==> src/rtl/alu_op_sequencer_if.sv <==
// Host-side byte stream, ALU bus/strobes and result port of the ALU front-end sequencer.
// The sequencer uses the slave modport; the host/ALU environment uses master.
interface alu_op_sequencer_if #(
  parameter int DW = 8
);
  logic [DW-1:0] i_in_data;
  logic          i_in_valid;
  logic          o_in_ready;
  logic [DW+1:0] o_alu_data_bus;
  logic          o_load_A;
  logic          o_load_B;
  logic          o_load_op;
  logic          o_refresh;
  logic [DW-1:0] i_alu_result;
  logic [DW-1:0] o_res_data;
  logic          o_res_err;
  logic          o_res_valid;
  logic          i_res_ready;
  logic          o_timeout;

  modport slave (
    input  i_in_data, i_in_valid, i_alu_result, i_res_ready,
    output o_in_ready, o_alu_data_bus, o_load_A, o_load_B, o_load_op,
           o_refresh, o_res_data, o_res_err, o_res_valid, o_timeout
  );

  modport master (
    output i_in_data, i_in_valid, i_alu_result, i_res_ready,
    input  o_in_ready, o_alu_data_bus, o_load_A, o_load_B, o_load_op,
           o_refresh, o_res_data, o_res_err, o_res_valid, o_timeout
  );
endinterface

==> src/rtl/alu_op_sequencer.sv <==
// Sequences A, B and opcode bytes onto the ALU shared bus, pulses refresh and returns the result.
//   state  | meaning
//   S_A    | waiting for operand A
//   S_B    | waiting for operand B (timeout armed)
//   S_OP   | waiting for opcode (timeout armed)
//   S_EXEC | opcode loaded, issue refresh
//   S_WAIT | waiting out ALU latency
//   S_RESP | result held until consumer takes it
module alu_op_sequencer #(
  parameter int DATA_WIDTH     = 8,
  parameter int MODE_WIDTH     = 6,
  parameter int ALU_LATENCY    = 1,
  parameter int TIMEOUT_CYCLES = 1000
) (
  input  logic              i_clk,
  input  logic              i_rst_n,
  alu_op_sequencer_if.slave bus_if
);
  localparam int BW      = DATA_WIDTH + 2;
  localparam int CNT_MAX = (TIMEOUT_CYCLES > ALU_LATENCY) ? TIMEOUT_CYCLES : ALU_LATENCY;
  localparam int CW      = $clog2(CNT_MAX + 1);

  typedef enum logic [2:0] {S_A, S_B, S_OP, S_EXEC, S_WAIT, S_RESP} state_t;

  state_t                state_q, state_d;
  logic [BW-1:0]         bus_q, bus_d;
  logic                  load_a_q, load_a_d;
  logic                  load_b_q, load_b_d;
  logic                  load_op_q, load_op_d;
  logic                  refresh_q, refresh_d;
  logic                  timeout_q, timeout_d;
  logic [CW-1:0]         cnt_q, cnt_d;
  logic [DATA_WIDTH-1:0] res_data_q, res_data_d;
  logic                  res_err_q, res_err_d;
  logic                  res_valid_q, res_valid_d;

  logic                  in_ready;
  logic                  accept;
  logic [MODE_WIDTH-1:0] op_field;

  function automatic logic op_is_valid(input logic [MODE_WIDTH-1:0] op);
    case (op)
      MODE_WIDTH'(6'b100000), MODE_WIDTH'(6'b100010), MODE_WIDTH'(6'b100100),
      MODE_WIDTH'(6'b100101), MODE_WIDTH'(6'b100110), MODE_WIDTH'(6'b100111),
      MODE_WIDTH'(6'b000011), MODE_WIDTH'(6'b000010): return 1'b1;
      default: return 1'b0;
    endcase
  endfunction

  assign in_ready = (state_q == S_A) || (state_q == S_B) || (state_q == S_OP);
  assign accept   = bus_if.i_in_valid && in_ready;
  assign op_field = bus_if.i_in_data[MODE_WIDTH-1:0];

  always_comb begin
    state_d     = state_q;
    bus_d       = bus_q;
    load_a_d    = 1'b0;
    load_b_d    = 1'b0;
    load_op_d   = 1'b0;
    refresh_d   = 1'b0;
    timeout_d   = 1'b0;
    cnt_d       = cnt_q;
    res_data_d  = res_data_q;
    res_err_d   = res_err_q;
    res_valid_d = res_valid_q;

    case (state_q)
      S_A, S_B: begin
        if (accept) begin
          bus_d = {{2{bus_if.i_in_data[DATA_WIDTH-1]}}, bus_if.i_in_data};
          cnt_d = CW'(TIMEOUT_CYCLES - 1);
          if (state_q == S_A) begin
            load_a_d = 1'b1;
            state_d  = S_B;
          end else begin
            load_b_d = 1'b1;
            state_d  = S_OP;
          end
        end
      end
      S_OP: begin
        if (accept) begin
          bus_d = BW'(op_field);
          if (op_is_valid(op_field)) begin
            load_op_d = 1'b1;
            state_d   = S_EXEC;
          end else begin
            res_data_d  = '0;
            res_err_d   = 1'b1;
            res_valid_d = 1'b1;
            state_d     = S_RESP;
          end
        end
      end
      S_EXEC: begin
        refresh_d = 1'b1;
        cnt_d     = CW'(ALU_LATENCY);
        state_d   = S_WAIT;
      end
      S_WAIT: begin
        if (cnt_q == '0) begin
          res_data_d  = bus_if.i_alu_result;
          res_err_d   = 1'b0;
          res_valid_d = 1'b1;
          state_d     = S_RESP;
        end else begin
          cnt_d = cnt_q - 1'b1;
        end
      end
      S_RESP: begin
        if (bus_if.i_res_ready) begin
          res_valid_d = 1'b0;
          state_d     = S_A;
        end
      end
      default: state_d = S_A;
    endcase

    // Idle gap between bytes of one transaction; an accept on the expiry edge wins.
    if ((TIMEOUT_CYCLES > 0) && ((state_q == S_B) || (state_q == S_OP)) && !accept) begin
      if (cnt_q == '0) begin
        timeout_d = 1'b1;
        state_d   = S_A;
      end else begin
        cnt_d = cnt_q - 1'b1;
      end
    end
  end

  always_ff @(posedge i_clk or negedge i_rst_n) begin
    if (!i_rst_n) begin
      state_q     <= S_A;
      bus_q       <= '0;
      load_a_q    <= 1'b0;
      load_b_q    <= 1'b0;
      load_op_q   <= 1'b0;
      refresh_q   <= 1'b0;
      timeout_q   <= 1'b0;
      cnt_q       <= '0;
      res_data_q  <= '0;
      res_err_q   <= 1'b0;
      res_valid_q <= 1'b0;
    end else begin
      state_q     <= state_d;
      bus_q       <= bus_d;
      load_a_q    <= load_a_d;
      load_b_q    <= load_b_d;
      load_op_q   <= load_op_d;
      refresh_q   <= refresh_d;
      timeout_q   <= timeout_d;
      cnt_q       <= cnt_d;
      res_data_q  <= res_data_d;
      res_err_q   <= res_err_d;
      res_valid_q <= res_valid_d;
    end
  end

  assign bus_if.o_in_ready     = in_ready;
  assign bus_if.o_alu_data_bus = bus_q;
  assign bus_if.o_load_A       = load_a_q;
  assign bus_if.o_load_B       = load_b_q;
  assign bus_if.o_load_op      = load_op_q;
  assign bus_if.o_refresh      = refresh_q;
  assign bus_if.o_timeout      = timeout_q;
  assign bus_if.o_res_data     = res_data_q;
  assign bus_if.o_res_err      = res_err_q;
  assign bus_if.o_res_valid    = res_valid_q;
endmodule
==> src/flat_wrapper.sv <==
// flat-port wrapper written by rule: the top's interface ports become plain ports
module alu_op_sequencer_flat 
#(
  parameter int DATA_WIDTH     = 8,
  parameter int MODE_WIDTH     = 6,
  parameter int ALU_LATENCY    = 1,
  parameter int TIMEOUT_CYCLES = 1000
)
  (i_clk, i_rst_n, bus_if_i_in_data, bus_if_i_in_valid, bus_if_i_alu_result, bus_if_i_res_ready, bus_if_o_in_ready, bus_if_o_alu_data_bus, bus_if_o_load_A, bus_if_o_load_B, bus_if_o_load_op, bus_if_o_refresh, bus_if_o_res_data, bus_if_o_res_err, bus_if_o_res_valid, bus_if_o_timeout);
  alu_op_sequencer_if bus_if_i ();
  input  logic i_clk;
  input  logic i_rst_n;
  input wire logic [$bits(bus_if_i.i_in_data)-1:0] bus_if_i_in_data;
  input wire logic [$bits(bus_if_i.i_in_valid)-1:0] bus_if_i_in_valid;
  input wire logic [$bits(bus_if_i.i_alu_result)-1:0] bus_if_i_alu_result;
  input wire logic [$bits(bus_if_i.i_res_ready)-1:0] bus_if_i_res_ready;
  output wire logic [$bits(bus_if_i.o_in_ready)-1:0] bus_if_o_in_ready;
  output wire logic [$bits(bus_if_i.o_alu_data_bus)-1:0] bus_if_o_alu_data_bus;
  output wire logic [$bits(bus_if_i.o_load_A)-1:0] bus_if_o_load_A;
  output wire logic [$bits(bus_if_i.o_load_B)-1:0] bus_if_o_load_B;
  output wire logic [$bits(bus_if_i.o_load_op)-1:0] bus_if_o_load_op;
  output wire logic [$bits(bus_if_i.o_refresh)-1:0] bus_if_o_refresh;
  output wire logic [$bits(bus_if_i.o_res_data)-1:0] bus_if_o_res_data;
  output wire logic [$bits(bus_if_i.o_res_err)-1:0] bus_if_o_res_err;
  output wire logic [$bits(bus_if_i.o_res_valid)-1:0] bus_if_o_res_valid;
  output wire logic [$bits(bus_if_i.o_timeout)-1:0] bus_if_o_timeout;
  assign bus_if_i.i_in_data = bus_if_i_in_data;
  assign bus_if_i.i_in_valid = bus_if_i_in_valid;
  assign bus_if_i.i_alu_result = bus_if_i_alu_result;
  assign bus_if_i.i_res_ready = bus_if_i_res_ready;
  assign bus_if_o_in_ready = bus_if_i.o_in_ready;
  assign bus_if_o_alu_data_bus = bus_if_i.o_alu_data_bus;
  assign bus_if_o_load_A = bus_if_i.o_load_A;
  assign bus_if_o_load_B = bus_if_i.o_load_B;
  assign bus_if_o_load_op = bus_if_i.o_load_op;
  assign bus_if_o_refresh = bus_if_i.o_refresh;
  assign bus_if_o_res_data = bus_if_i.o_res_data;
  assign bus_if_o_res_err = bus_if_i.o_res_err;
  assign bus_if_o_res_valid = bus_if_i.o_res_valid;
  assign bus_if_o_timeout = bus_if_i.o_timeout;
  alu_op_sequencer #(.DATA_WIDTH(DATA_WIDTH), .MODE_WIDTH(MODE_WIDTH), .ALU_LATENCY(ALU_LATENCY), .TIMEOUT_CYCLES(TIMEOUT_CYCLES)) u_core (.i_clk(i_clk), .i_rst_n(i_rst_n), .bus_if(bus_if_i));
endmodule
==> config.mk <==
export PLATFORM = sky130hd
export DESIGN_NAME = alu_op_sequencer_flat
export DESIGN_NICKNAME = d
export VERILOG_FILES = /design/src/rtl/alu_op_sequencer_if.sv /design/src/rtl/alu_op_sequencer.sv /design/src/flat_wrapper.sv
export SDC_FILE = /design/constraint.sdc
export NUM_CORES = 1
export LEC_CHECK = 0
export CAP_MARGIN = 30
export CORE_UTILIZATION = 50
export DETAILED_ROUTE_END_ITERATION = 6
export PLACE_DENSITY_LB_ADDON = 0.12
export SETUP_SLACK_MARGIN = 0.4
export SLEW_MARGIN = 5
export SYNTH_ARGS = -nofsm -noshare
export SYNTH_HDL_FRONTEND = slang
export SYNTH_SLANG_ARGS = --single-unit
==> constraint.sdc <==
create_clock -name i_clk -period 4.1 [get_ports i_clk]
set_input_delay 0.615 -clock i_clk [delete_from_list [all_inputs] [get_ports i_clk]]
set_output_delay 0.615 -clock i_clk [all_outputs]
set_load 0.02 [all_outputs]
==> results.toml, run 1 <==
[sta]
fin_crit_ns = 2.51
rsz0062_at_grt = "false"
setup-violations-final = 0
finalSetupTns_ns = 0
max_clock_freq_mhz = 398
finalCritPeriodShare_pct = 61.2
slew_headroom_pct = 45.9
drv_slew = 0
hold_viol = 0
skew_ns = 0.00569
worst_pin_slew_ns = 0.811

[synthesis]
synth_area_leader_cell = "dfrtp_1"
syn_avg_cell_area_sq_um = 9.97
ys_ff_latch = 36
ys_types = 49
ys_top_cells_by_count = "36 x dfrtp_1, 21 x nand2_1, 19 x nor2_1"
synth.area.top_cells = "dfrtp_1 48%, a22o_1 4.6%, nand2_1 4.2%"
synth-seq-area-share_pct = 47.6
synth_flop_cell = "dfrtp_1"
syn_area_sq_um = 1890
yosysMostFrequentCell = "dfrtp_1"
async_flop_share_pct = 100
synth_cells = 190
synth_edf_count = 0
yosysTopAreaCellShare_pct = 47.6
ys.warnings.count = 0
syn_nets = 212

[routing]
vias_per_cell = 5.71
antenna_left = 0
wirelength_microns = 4310
routedWlPerCell_microns = 15.5
dr_total_vias = 1588
drc = 0
dr.pass1.iters = 4
drtIter0Drc = 61

[setup_path]
endpoint_kind = "output port"
timing_worst_setup_path_type = "register to output port"
required_ns = 3.48
critPathLaunchType = "register"
cp_data_arrival_time_ns = 1.90
crit_fanout = 25
slowest_stage = "dfrtp_1"
crit_chain = "a21oi_1 > clkdlybuf4s50_1"
max_stage_delay_ns = 0.87

[layout]
regArea_sq_um = 901
multi_input_area_sq_um = 907
drive_gt1_share_pct = 10.3
syn_to_final_growth_pct = 29.5
instances_no_fill = 278
nFillCells = 277
antenna_cells = 0
layout.nets = 253

[global_routing]
grt_pass1_vias = 1585
gr-usage-all-layers_pct = 23.8
grt-ovfl-total = 0
grt_max_degree = 37
grt_pass1_wl_microns = 7290
antenna_found_initial = 0

[floorplanning]
dieArea_sq_um = 4040
row_count = 21
fp.dieW_microns = 63.6
start_util_pct = 54.6
ios = 46
core_area_sq_um = 3470
die_h_microns = 63.6

[clock_tree]
cts-root-buf = "clkbuf_8"
cts_sinks = 36
clkTransAtPathRegs_ns = 0.07
post_cts_buffers = 0
htree_levels = 2
clock_latency_ns = 0.29
clk_path_buf_depth = 2
cts_tree = "yes"
ctsHoldBuffers = 0
postCtsResizedCells = 0
cts-buffers-inserted = 5

[run]
max_cap_violations = 0

[placed_design]
dp_hpwl_microns = 3070
place_congestion = 0.971
dpl.cell_count = 270
io_buffer_count = 45

[power]
p_leak_nw = 1.04
peakVddDrop_mv = 0.482
power_density_nw_per_um2 = 682

[status]
outcome = "finished, final reports clean"

[min_path]
min_path_type = "register to register"
==> where the power goes <==
part | switching (mW) | internal [mW] | leakage, nW
sequential | 0.167 | 0.463 | 0.448
combinational | 0.398 | 0.343 | 0.535
clock | 0.121 | 0.180 | 0.0552
==> worst paths after layout <==
kind	startpoint	end	slack, ns	cells after the start
min in group asynchronous	i_rst_n	u_core.cnt_q[8]	0.73	2
hold reg to reg	u_core.bus_if.o_res_data[5]	u_core.bus_if.o_res_data[5]	0.50	1
setup reg to reg	u_core.cnt_q[0]	u_core.cnt_q[5]	1.93	7
max in group asynchronous	i_rst_n	u_core.cnt_q[9]	3.06	2
hold / removal	u_core.bus_if.o_res_data[5]	u_core.bus_if.o_res_data[5]	0.50	1
setup / recovery	u_core.state_q[1]	bus_if_o_in_ready	1.59	2
==> area by class of cell <==
type | count | share of cell area [%]
multi-input combinational | 136 | 37.0
inverter | 6 | 0.918
clock inverter | 2 | 1.43
sequential | 36 | 36.7
timing repair buffer | 46 | 18.7
clock buffer | 6 | 2.96
tap | 46 | 2.35
==> per-layer routing <==
metal,wire [microns],up-vias,GRT usage [%],share of wire (%)
li1,-,763,-,-
met1,1940,748,31.7,45
met2,1970,66,35.0,46
met3,307,11,5.80,7.1
met4,92,0,13.6,2.1
met5,0,-,0,0
==> worst max-delay path: cells and delay by family, from the launching register on <==
kind | cells | cell delay [ns]
AO/OA/AOI/OAI | 1 | 0.14
buffers and inverters | 1 | 0.59
flip-flops | 1 | 0.87
==> state kept, by name, indices dropped and copies added, names as in the netlist <==
signal and cells:
u_core.bus_if.o_load_op 1, u_core.bus_if.o_res_err 1, u_core.bus_if.o_res_valid 1, u_core.bus_if.o_refresh 1
u_core.bus_if.o_res_data 8, u_core.bus_if.o_timeout 1, u_core.bus_if.o_alu_data_bus 8, u_core.bus_if.o_load_B 1
u_core.bus_if.o_load_A 1, u_core.state_q 3, u_core.cnt_q 10
==> kinds of logic after synthesis <==
family	count (synthesis)	share of synthesized area [%]
muxes	8	4.89
adders and majority gates	2	1.32
AOI/OAI and AO/OA	52	19.9
and+or+nand+nor	69	19.5
xor gates and xnor gates	5	2.31
DFF	36	47.6
buffers and inverters	18	4.56
==> stage by stage <==
| stage | hold slack (ns) | util [%] | instance area [sq um] | worst slack, ns | power, mW |
|---|---|---|---|---|---|
| after floorplan | 0.319 | - | 1890 | 2.23 | 1.11 |
| after global placement | 0.482 | 67.6 | 2350 | 1.71 | 1.34 |
| after detailed placement | 0.480 | 67.6 | 2350 | 1.65 | 1.36 |
| after CTS | 0.506 | 70.7 | 2450 | 1.60 | 1.67 |
| after global routing | 0.524 | 70.7 | 2450 | 1.50 | 1.78 |
| final | 0.505 | 70.7 | 2450 | 1.59 | 1.67 |
==> layout by cell type, fill, tap and decap left out, types with 3 or more instances in the layout <==
| master | Yosys | routed |
|---|---|---|
| a21oi_1 | 10 | 10 |
| clkdlybuf4s50_1 | 0 | 45 |
| nor2_1 | 19 | 19 |
| o22ai_1 | 3 | 3 |
| dfrtp_1 | 36 | 36 |
| a31oi_1 | 3 | 3 |
| xnor2_1 | 3 | 3 |
| clkbuf_8 | 0 | 5 |
| inv_1 | 6 | 6 |
| nor3_1 | 4 | 4 |
| nand2_1 | 21 | 21 |
| mux2_2 | 6 | 6 |
| a221oi_1 | 3 | 3 |
| nor2b_1 | 5 | 5 |
| a22o_1 | 10 | 10 |
| o21ai_0 | 10 | 10 |
(Power assumes the default switching activity.)
==> inputs of run 2 (changes only) <==
CORE_UTILIZATION = 44   (was 50)
clock period = 2.05 ns   (was 4.1 ns; I/O delays follow)
==> run 2 against run 1 <==
Compared with the run above: via count increased by 17%; sequential share of layout area decreased by 6.2 points; critical path depth increased by 4; register-to-register slack got worse by 1.6 ns; utilization increased by 2.5 points; hold slack got worse by 0.42 ns; total power increased to 2.5 times the previous value; die area increased by 13%; critical endpoint is now u_core.state_q[0]; worst setup slack got worse by 1.2 ns.
==> results.toml, run 2 (synthesized netlist as in run 1, its figures left out) <==
[run]
max_cap_violations = 0

[clock_tree]
cts_tree = "yes"
cts-root-buf = "clkbuf_8"
ctsHoldBuffers = 0
clk_path_buf_depth = 2
cts_sinks = 36
clkTransAtPathRegs_ns = 0.08
htree_levels = 2
cts-buffers-inserted = 5
clock_latency_ns = 0.30

[global_routing]
grt-ovfl-total = 0
grt_pass1_vias = 1749
antenna_found_initial = 0
grt_pass1_wl_microns = 8310
grt_max_degree = 37
gr-usage-all-layers_pct = 24.8

[layout]
nFillCells = 268
drive_gt1_share_pct = 34.1
largest_reg_flops = 10
antenna_cells = 0
top_register = "u_core.cnt_q"
final_common_cell = "clkdlybuf4s50_1"
fin_util_pct = 73.2
layout.nets = 291
syn_to_final_growth_pct = 56.8
mostFrequentLayoutCells = "39 x clkdlybuf4s50_1, 32 x buf_4, 31 x dfrtp_1, 19 x nand2_1, 18 x nor2_1"

[min_path]
min_path_type = "input port to async pin"

[power]
p_clk_share_pct = 15.1
p_leak_nw = 1.28
p_sw_share_pct = 41.5
peakVddDrop_mv = 0.876
seq_power_share_pct = 27.1
p_sw_mw = 1.75
p_int_mw = 2.46
p_comb_share_pct = 57.8
power_density_nw_per_um2 = 1420

[placed_design]
dp_hpwl_microns = 3170
io_buffer_count = 45
place_congestion = 0.916

[floorplanning]
row_count = 23
core_area_sq_um = 4060
fp.dieW_microns = 67.6
die_h_microns = 67.6
ios = 46
start_util_pct = 46.7
dieArea_sq_um = 4570

[setup_path]
r2r_slack_ns = 0.37
cp_data_arrival_time_ns = 1.91
reg2reg_depth = 6
slowest_stage = "dfrtp_2"
r2r_end = "u_core.state_q[0]"
path_buf_inv = 1
required_ns = 2.27
timing_worst_setup_path_type = "register to register"
rr_startpoint = "u_core.cnt_q[8]"
crit_chain = "nor4_4 > buf_4 > nand3_4 > mux2_4 > o32a_1 > o21ai_2"
crit_fanout = 5
endpoint_kind = "register"
crit_family = "flip-flops"
critPathLaunchType = "register"
max_stage_delay_ns = 0.43

[routing]
routedWlPerCell_microns = 17.9
dr.pass1.iters = 4
wirelength_microns = 5710
dr_total_vias = 1854
drtIter0Drc = 195
antenna_left = 0
vias_per_cell = 5.79
drc = 0

[sta]
worst_pin_slew_ns = 0.796
setup-violations-final = 0
fin_crit_ns = 1.68
slew_headroom_pct = 46.9
drv_slew = 0
hold_viol = 0
finalSetupTns_ns = 0
finalCritPeriodShare_pct = 82.1
skew_ns = 0.0103
max_clock_freq_mhz = 594
rsz0062_at_grt = "true"

[status]
outcome = "finished, final reports clean"
run 2: cell count changes in the layout (fill, tap and decap cells not counted), sizes merged:
cell           change
a31oi              +1
clkbuf             -1
clkdlybuf4s50      -6
nand3              +1
clkinvlp           +1
buf               +38
dlymetal6s2s       +4
run 2: through the flow:
step	power (mW)	std cells	worst slack (ns)	hold WS [ns]	area, sq um
after floorplan	2.23	190	0.421	0.0119	1900
after detailed placement	2.86	285	0.0345	0.453	2440
after global placement	2.82	285	0.0952	0.428	2440
after CTS	3.75	308	0.351	0.129	2740
after global routing	4.43	320	0.318	0.148	2970
final	4.20	320	0.367	0.0885	2970
run 2: layout make-up:
type	instances	area, sq um	area share [%]
clock inverter	3	42.5	1.43
sequential	36	907	30.5
inverter	6	22.5	0.758
timing repair buffer	82	771	25.9
clock buffer	5	68.8	2.32
tap	50	62.6	2.11
multi-input combinational	138	1100	36.9
run 2: worst max path at each step:
stage,start,to,slack (ns),cells after the start
2_1_floorplan,u_core.cnt_q[8],u_core.state_q[0],0.42,6
3_3_place_gp,bus_if_i_in_data[2],u_core.bus_if.o_res_valid,0.1,6
3_5_place_dp,bus_if_i_in_data[2],u_core.bus_if.o_res_data[4],0.03,6
4_1_cts,u_core.state_q[1],bus_if_o_in_ready,0.35,3
5_1_grt,u_core.cnt_q[5],u_core.cnt_q[5],0.32,6
6_report,u_core.cnt_q[8],u_core.state_q[0],0.37,6
run 2: power by group through the flow:
stage / sequential, mW / clock (mW) / combinational, mW
floorplan: 1.23 / 0 / 1.00
CTS: 1.14 / 0.644 / 1.97
global placement: 1.16 / 0 / 1.66
detailed placement: 1.17 / 0 / 1.69
finish: 1.14 / 0.634 / 2.43
global route: 1.16 / 0.683 / 2.58
run 2: routing by layer:
metal	GRT usage, %	wire length, microns
met4	10.9	110
met1	31.6	2400
met3	6.08	365
met5	0	0
met2	39.4	2830
run 2: what timing repair did:
action,CTS,global route
gates cloned,1,1
pin swaps,4,17
endpoints found under the setup margin,22,33
buffers inserted,14,11
gates resized for setup,17,38
==> inputs of run 3 (changes only) <==
clock period = 1.5 ns   (was 2.05 ns; I/O delays follow)
==> run 3 against run 2 <==
Compared with the run above: the run now ends with negative setup slack left; fmax shrank 1.8%; final cell count grew 12%; sequential share of layout area shrank 3.8 points; critical endpoint unchanged.
==> results.toml, run 3 (synthesized netlist as in run 1, its figures left out) <==
[status]
outcome = "complete, but fails checks"
violations = "negative setup slack"

[layout]
layout.nets = 328
antenna_cells = 0
top_register = "u_core.cnt_q"
drive_gt1_share_pct = 56.0
fin_util_pct = 83.1
syn_to_final_growth_pct = 78.1
largest_reg_flops = 10
mostFrequentLayoutCells = "51 x buf_4, 35 x dfrtp_1, 29 x buf_6, 19 x buf_2"
final_common_cell = "buf_4"
design_area_sq_um = 3370
instances_no_fill = 357

[clock_tree]
cts_sinks = 36
clock_latency_ns = 0.29
htree_levels = 2
cts_tree = "yes"
clkTransAtPathRegs_ns = 0.08
cts-root-buf = "clkbuf_8"
cts-buffers-inserted = 5
clk_path_buf_depth = 2

[setup_path]
endpoint_kind = "register"
critPathLaunchType = "register"
crit_family = "simple AND/OR/NAND/NOR gates"
crit_fanout = 7
slowest_stage = "dfrtp_1"
cp_data_arrival_time_ns = 1.95
max_stage_delay_ns = 0.43
path_buf_inv = 0
crit_chain = "nor3_4 > nand3_4 > mux2_4 > o32a_1 > o21ai_2"
required_ns = 1.73
timing_worst_setup_path_type = "register to register"

[placed_design]
dpl.cell_count = 320
placed_area_sq_um = 2810
place_congestion = 0.852
io_buffer_count = 45
dp_hpwl_microns = 3730

[sta]
skew_ns = 0.00446
rsz0062_at_grt = "true"
setup_ws_ns = -0.215
finalSetupTns_ns = -3.75
setup-violations-final = 22
finalCritPeriodShare_pct = 114
drv_slew = 0
max_clock_freq_mhz = 583
worst_pin_slew_ns = 0.457
slew_headroom_pct = 69.5
hold_viol = 0
fin_crit_ns = 1.71

[power]
p_clk_share_pct = 10.8
p_total_mw = 6.57
seq_power_share_pct = 23.1
p_sw_share_pct = 42.8
p_int_mw = 3.76
p_comb_share_pct = 66.2
p_leak_nw = 1.56
peakVddDrop_mv = 1.39
p_sw_mw = 2.81
power_density_nw_per_um2 = 1950

[global_routing]
gr-usage-all-layers_pct = 27.3
grt_pass1_vias = 1950
grt_max_degree = 37
grt-ovfl-total = 0
antenna_found_initial = 0
grt_pass1_wl_microns = 9110

[floorplanning]
fp.dieW_microns = 67.6
dieArea_sq_um = 4570
die_h_microns = 67.6
row_count = 23
core_area_sq_um = 4060
ios = 46
start_util_pct = 46.7

[routing]
antenna_left = 0
vias_per_cell = 5.65
drtIter0Drc = 119
dr_total_vias = 2017
drc = 0
routedWlPerCell_microns = 18.8
dr.pass1.iters = 4
wirelength_microns = 6730

[run]
max_cap_violations = 0

[min_path]
min_path_type = "input port to register"
[run 3: cell types whose count changed in the layout (fill, tap and decap cells not counted), sizes merged, moves of 2 or more]
cell and delta:
clkinv +2, clkbuf +4, dlygate4sd2 +2, buf +62, dlymetal6s2s -4, clkdlybuf4s50 -27
[run 3: per-layer routing]
| metal | wire length [microns] | global-route usage (%) | part of all wire [%] |
|---|---|---|---|
| met5 | 0 | 0 | 0 |
| met2 | 3460 | 46.0 | 51 |
| met1 | 2680 | 32.9 | 40 |
| met4 | 162 | 11.7 | 2.4 |
| met3 | 421 | 6.42 | 6.3 |
[run 3: cell type report]
type                    count  area [sq um]
repair buffers            121          1040
inverters                   6          28.8
clock inverters             3          18.8
flip-flops and latches     36           902
multi-input cells         136          1250
well taps                  50          62.6
fillers                   200           684
clock buffers               5          68.8
[run 3: final timing paths]
check                      slack, ns  depth (start not counted)                   startpoint                               to
max in group asynchronous       0.65                          3                      i_rst_n  u_core.bus_if.o_alu_data_bus[8]
hold reg to reg                 0.50                          1  u_core.bus_if.o_res_data[6]      u_core.bus_if.o_res_data[6]
min in group asynchronous       0.49                          3                      i_rst_n                  u_core.cnt_q[5]
setup reg to reg               -0.21                          5              u_core.cnt_q[4]                u_core.state_q[0]
setup / recovery               -0.21                          5              u_core.cnt_q[4]                u_core.state_q[0]
hold / removal                  0.19                          2          bus_if_i_in_data[2]  u_core.bus_if.o_alu_data_bus[2]
[run 3: metrics by stage]
stage	hold WS, ns	setup slack [ns]
6_report	0.195	-0.215
2_1_floorplan	-0.0706	-0.125
5_1_grt	0.196	-0.264
4_1_cts	0.308	-0.169
3_3_place_gp	0.283	-0.341
3_5_place_dp	0.291	-0.417
[run 3: worst register-to-register path, stage by stage, from the launching register on]
cell and delay, ns:
dfrtp_1 0.43, nor3_4 0.37, nand3_4 0.20, mux2_4 0.32
o32a_1 0.21, o21ai_2 0.12
[run 3: repair_timing]
action | in CTS | in global routing
gates cloned | 0 | 1
pin swaps | 16 | 21
hold endpoints to repair | 36 | 0
setup buffers | 10 | 17
gates resized for setup | 163 | 46
hold buffers | 1 | 0
endpoints found under the setup margin | 61 | 46
[run 3: power by group through the flow]
| stage | Sequential [mW] | Combinational [mW] | Clock [mW] |
|---|---|---|---|
| 2_1_floorplan | 1.72 | 1.69 | 0 |
| 3_3_place_gp | 1.49 | 2.98 | 0 |
| 3_5_place_dp | 1.50 | 3.06 | 0 |
| 4_1_cts | 1.50 | 3.40 | 0.712 |
| 5_1_grt | 1.54 | 4.60 | 0.769 |
| 6_report | 1.52 | 4.35 | 0.707 |
